--- src/rtl/water_level_ctrl.sv ---
// Tank fill controller. Debounces a thermometer-coded level sensor bank and
// ramps a committed level one step per clock, driving the fill valves from it.
module water_level_ctrl #(
    parameter int unsigned  NUM_LEVELS = 3,
    parameter int unsigned  DEBOUNCE   = 2,
    localparam int unsigned LW         = $clog2(NUM_LEVELS + 1)
) (
    input  logic                clk,
    input  logic                reset,
    input  logic [NUM_LEVELS:1] s,
    output logic [NUM_LEVELS:1] fr,
    output logic                dfr,
    output logic [LW-1:0]       level,
    output logic                fault
);

    localparam int unsigned CW     = 8;
    localparam logic [CW-1:0] DB_MAX = CW'(DEBOUNCE);

    logic [NUM_LEVELS:1] r_s_q;
    logic [CW-1:0]       r_stable_cnt;
    logic [LW-1:0]       r_level;
    logic                r_dir;
    logic                r_fault;

    logic                w_changed;
    logic                w_qual;
    logic                w_valid;
    logic [NUM_LEVELS:1] w_s_inc;
    logic [LW-1:0]       w_target;
    logic [LW-1:0]       w_level_nxt;
    logic                w_dir_nxt;
    logic                w_fault_nxt;

    assign w_changed = (s != r_s_q);
    assign w_qual    = !w_changed && (r_stable_cnt >= DB_MAX);

    // Thermometer code 0..01..1: adding one clears every set bit (all-ones wraps to zero).
    assign w_s_inc = r_s_q + NUM_LEVELS'(1);
    assign w_valid = ((r_s_q & w_s_inc) == '0);

    always_comb begin
        w_target = '0;
        for (int j = 1; j <= int'(NUM_LEVELS); j++) begin
            w_target = w_target + LW'(r_s_q[j]);
        end
    end

    // Next committed level / direction / fault on a qualified edge.
    always_comb begin
        w_level_nxt = r_level;
        w_dir_nxt   = r_dir;
        w_fault_nxt = r_fault;
        if (w_qual) begin
            if (!w_valid) begin
                w_fault_nxt = 1'b1;
            end else begin
                w_fault_nxt = 1'b0;
                if (w_target > r_level) begin
                    w_level_nxt = r_level + LW'(1);
                    w_dir_nxt   = 1'b1;
                end else if (w_target < r_level) begin
                    w_level_nxt = r_level - LW'(1);
                    w_dir_nxt   = 1'b0;
                end
            end
        end
    end

    always_ff @(posedge clk) begin
        if (reset) begin
            r_s_q        <= '0;
            r_stable_cnt <= '0;
            r_level      <= '0;
            r_dir        <= 1'b0;
            r_fault      <= 1'b0;
        end else begin
            if (w_changed) begin
                r_s_q        <= s;
                r_stable_cnt <= '0;
            end else if (r_stable_cnt < DB_MAX) begin
                r_stable_cnt <= r_stable_cnt + CW'(1);
            end
            r_level <= w_level_nxt;
            r_dir   <= w_dir_nxt;
            r_fault <= w_fault_nxt;
        end
    end

    // Valve j stays open while the committed level is at least j below the top.
    for (genvar j = 1; j <= int'(NUM_LEVELS); j++) begin : g_fr
        assign fr[j] = (r_level <= LW'(NUM_LEVELS - j));
    end

    assign dfr   = (r_level == '0) || ((r_level < LW'(NUM_LEVELS)) && !r_dir);
    assign level = r_level;
    assign fault = r_fault;

endmodule
--- config.mk ---
export PLATFORM = sky130hd
export DESIGN_NAME = water_level_ctrl
export DESIGN_NICKNAME = d
export VERILOG_FILES = /design/src/rtl/water_level_ctrl.sv
export SDC_FILE = /design/constraint.sdc
export NUM_CORES = 1
export LEC_CHECK = 0
export CAP_MARGIN = 15
export CORE_MARGIN = 3
export CORE_UTILIZATION = 45
export CTS_CLUSTER_DIAMETER = 60
export DETAILED_ROUTE_END_ITERATION = 10
export PLACE_DENSITY = 0.79
export SLEW_MARGIN = 20
export SYNTH_ARGS = -nofsm -noshare
export SYNTH_HDL_FRONTEND = slang
export SYNTH_SLANG_ARGS = --single-unit
--- constraint.sdc ---
create_clock -name clk -period 4.5 [get_ports clk]
set_input_delay 1.125 -clock clk [delete_from_list [all_inputs] [get_ports clk]]
set_output_delay 1.125 -clock clk [all_outputs]
set_load 0.05 [all_outputs]
==> reports/results.tsv <==
stage	metric	value	unit
finish	syn_to_final_growth	18.8	%
synthesis	synth_compound_area_share	14.3	%
floorplanning	ios	12	
cts	cts_tree	built	
cts	cts-htree-levels	1	
timing	worstMarginPinSlew	0.500	ns
finish	antennaDiodeCount	0	
critical_path	path_max_fanout	6	
cts	cts.clk_slew.worst_paths	0.09	ns
drt	via_count	618	
placed_design	dp_hpwl	994	um
placed_design	gp_congestion	0.834	
floorplanning	rows	14	
drt	routed_wl	1.28	mm
drt	post-route-drc-count	0	
cts	root_buffer	clkbuf_4	
timing	skew	0.00942	ns
floorplanning	die_w	47.8	um
grt	antenna_found_initial	0	
drt	drtIter0Drc	18	
synthesis	yosys.area.top_type_share	38.2	%
placed_design	post-place-ws	1.83	ns
cts	cts_buffers	3	
floorplanning	fp.dieH	47.8	um
timing	slew_headroom	66.6	%
flow_run	max_cap_violations	0	
cts	cts_buffer_depth	2	
grt	grt_pass1_wl	2.28	mm
synthesis	ys_seq_elements	15	
critical_path	worstPathRequired	3.38	ns
finish	final_cell_mix	15 x dfxtp_1, 11 x clkdlybuf4s50_1, 9 x inv_1	
finish	fin_cells	110	
outcome	status	complete, no violations	
finish	finalNetCount	108	
finish	layout-drive-gt1-share	7.45	%
synthesis	synthAdderAreaFrac	13.7	%
cts	post_cts_buffers	0	
timing	finalHoldViolations	0	
power_and_ir_drop	p_leak	0.412	nW
grt	grt_use_total	14.0	%
synthesis	synthSimpleGateAreaFrac	22.9	%
critical_path	end_kind	primary output	
synthesis	netlist_area	787	um2
placed_design	numPortBuffers	11	
critical_path	path_class	reg -> out	
timing	fmax	335	MHz
timing	maxSlewViolCount	0	
timing	fin_ws	1.51	ns
timing	setup-tns-final	0	ns
synthesis	ys_seq_area_share	38.2	%
synthesis	synth_nets	94	
critical_path	arrival	1.86	ns
cts	post_cts_resized	0	
drt	ant_nets	0	
synthesis	syn_area_per_cell	9.72	um2
synthesis	synthDistinctLibCells	28	
finish	nFillCells	142	
floorplanning	start_util	49.9	%
synthesis	synth_xor_area_share	5.56	%
synthesis	synth.area.top_cells	dfxtp_1 38%, ha_1 11%, xnor2_1 5.6%, and3_1 4.8%, nor2b_1 4.8%	
grt	grt_max_degree	10	
cts	clkLatencyLatePin	0.28	ns
floorplanning	core_area	1580	um2
synthesis	yosys.area.top_type	dfxtp_1	
power_and_ir_drop	ir_drop	199	uV
cts	cts_hold_buf	0	
timing	grt_setup_unrepaired	no	
synthesis	synth_top_family_by_area	simple AND/OR/NAND/NOR gates	
placed_design	dp_cells	106	
drt	firstDrtPassIters	4	
synthesis	yosys_warnings	0	
synthesis	synthMuxAreaShare	0	%
drt	wl_per_cell	11.6	um
synthesis	synthCells	81	
power_and_ir_drop	power_density	260	nW/um2
floorplanning	die_area	2290	um2
grt	first_global_vias	547	
timing	fin_crit_sh	66.3	%
cts	clock_sinks	15	
timing	period_minus_slack	2.99	ns
finish	final_common_cell	dfxtp_1	
grt	grt-ovfl-total	0	
timing	setup_viol	0	
drt	vias_per_cell	5.62	
critical_path	startpoint_type	flop	
worst_hold_path	min-delay-path-class	reg -> reg	
[synth_stat cells (all sizes together)]
| cell type | n |
|---|---|
| ha | 7 |
| o21ai | 4 |
| inv | 9 |
| buf | 1 |
| nor2b | 6 |
| o311ai | 2 |
| o211ai | 1 |
| nor3 | 2 |
| and3 | 6 |
| o211a | 1 |
| nand4 | 1 |
| and2 | 1 |
| clkbuf | 1 |
| xnor2 | 5 |
| dfxtp | 15 |
| o21bai | 1 |
| o221ai | 1 |
| a21oi | 3 |
| o221a | 1 |
| nand2b | 2 |
| nor4 | 2 |
| nand3 | 3 |
| o31ai | 2 |
| fa | 1 |
| nand2 | 2 |
| nor4b | 1 |
[layout make-up]
class,count,area [um2],area share (%)
Multi-Input combinational cell,55,444,47.5
Sequential cell,15,300,32.1
Timing Repair Buffer,11,110,11.8
Inverter,9,33.8,3.61
Tap cell,16,20.0,2.14
Clock buffer,4,26.3,2.81
[worst max-delay path, stage by stage, from the launching register on]
cell and delay, ns:
dfxtp_1 0.44, inv_1 0.09, ha_1 0.21, o21bai_1 0.15
clkdlybuf4s50_1 0.69
[flip-flops by register name, indices dropped and copies added (netlist names)]
signal and cells:
fault 1, level 2, r_dir 1, r_s_q 3, r_stable_cnt 8
[cells by family (layout without fill, tap and decap cells)]
| kind of cell | Yosys count | count (layout) |
|---|---|---|
| AND/OR/NAND/NOR | 26 | 26 |
| AO/OA/AOI/OAI | 16 | 16 |
| flip-flops | 15 | 15 |
| buffers and inverters | 11 | 24 |
| adder cells (fa/ha/maj) | 8 | 8 |
| XOR/XNOR | 5 | 5 |
[stage by stage]
| stage | instance area, um2 | util (%) | hold WS [ns] | total power, mW |
|---|---|---|---|---|
| CTS | 935 | 59.3 | 0.487 | 0.246 |
| floorplan | 787 | - | 0.471 | 0.162 |
| global route | 935 | 59.3 | 0.502 | 0.256 |
| detailed placement | 908 | 57.6 | 0.475 | 0.170 |
| finish | 935 | 59.3 | 0.487 | 0.243 |
| global placement | 908 | 57.6 | 0.467 | 0.169 |
[path summary, 6_finish.rpt]
path	to	from	cells after the start	slack, ns
hold reg to reg	fault	fault	2	0.49
setup / recovery	dfr	level[0]	4	1.51
setup reg to reg	level[1]	r_s_q[1]	7	2.31
hold / removal	fault	fault	2	0.49
[power breakdown]
group / leakage [nW] / switching, mW / internal, mW / total (mW)
logic: 0.275 / 0.0166 / 0.0138 / 0.0304
clock network: 0.0150 / 0.0415 / 0.0344 / 0.0759
registers: 0.122 / 0.00205 / 0.135 / 0.137
[layer usage]
layer,global-route usage [%],vias up,share of wire [%]
met5,0,-,0
li1,-,315,-
met1,18.8,270,46
met2,20.3,28,43
met3,5.64,5,9.7
met4,4.84,0,1.6
(Power assumes the default switching activity.)
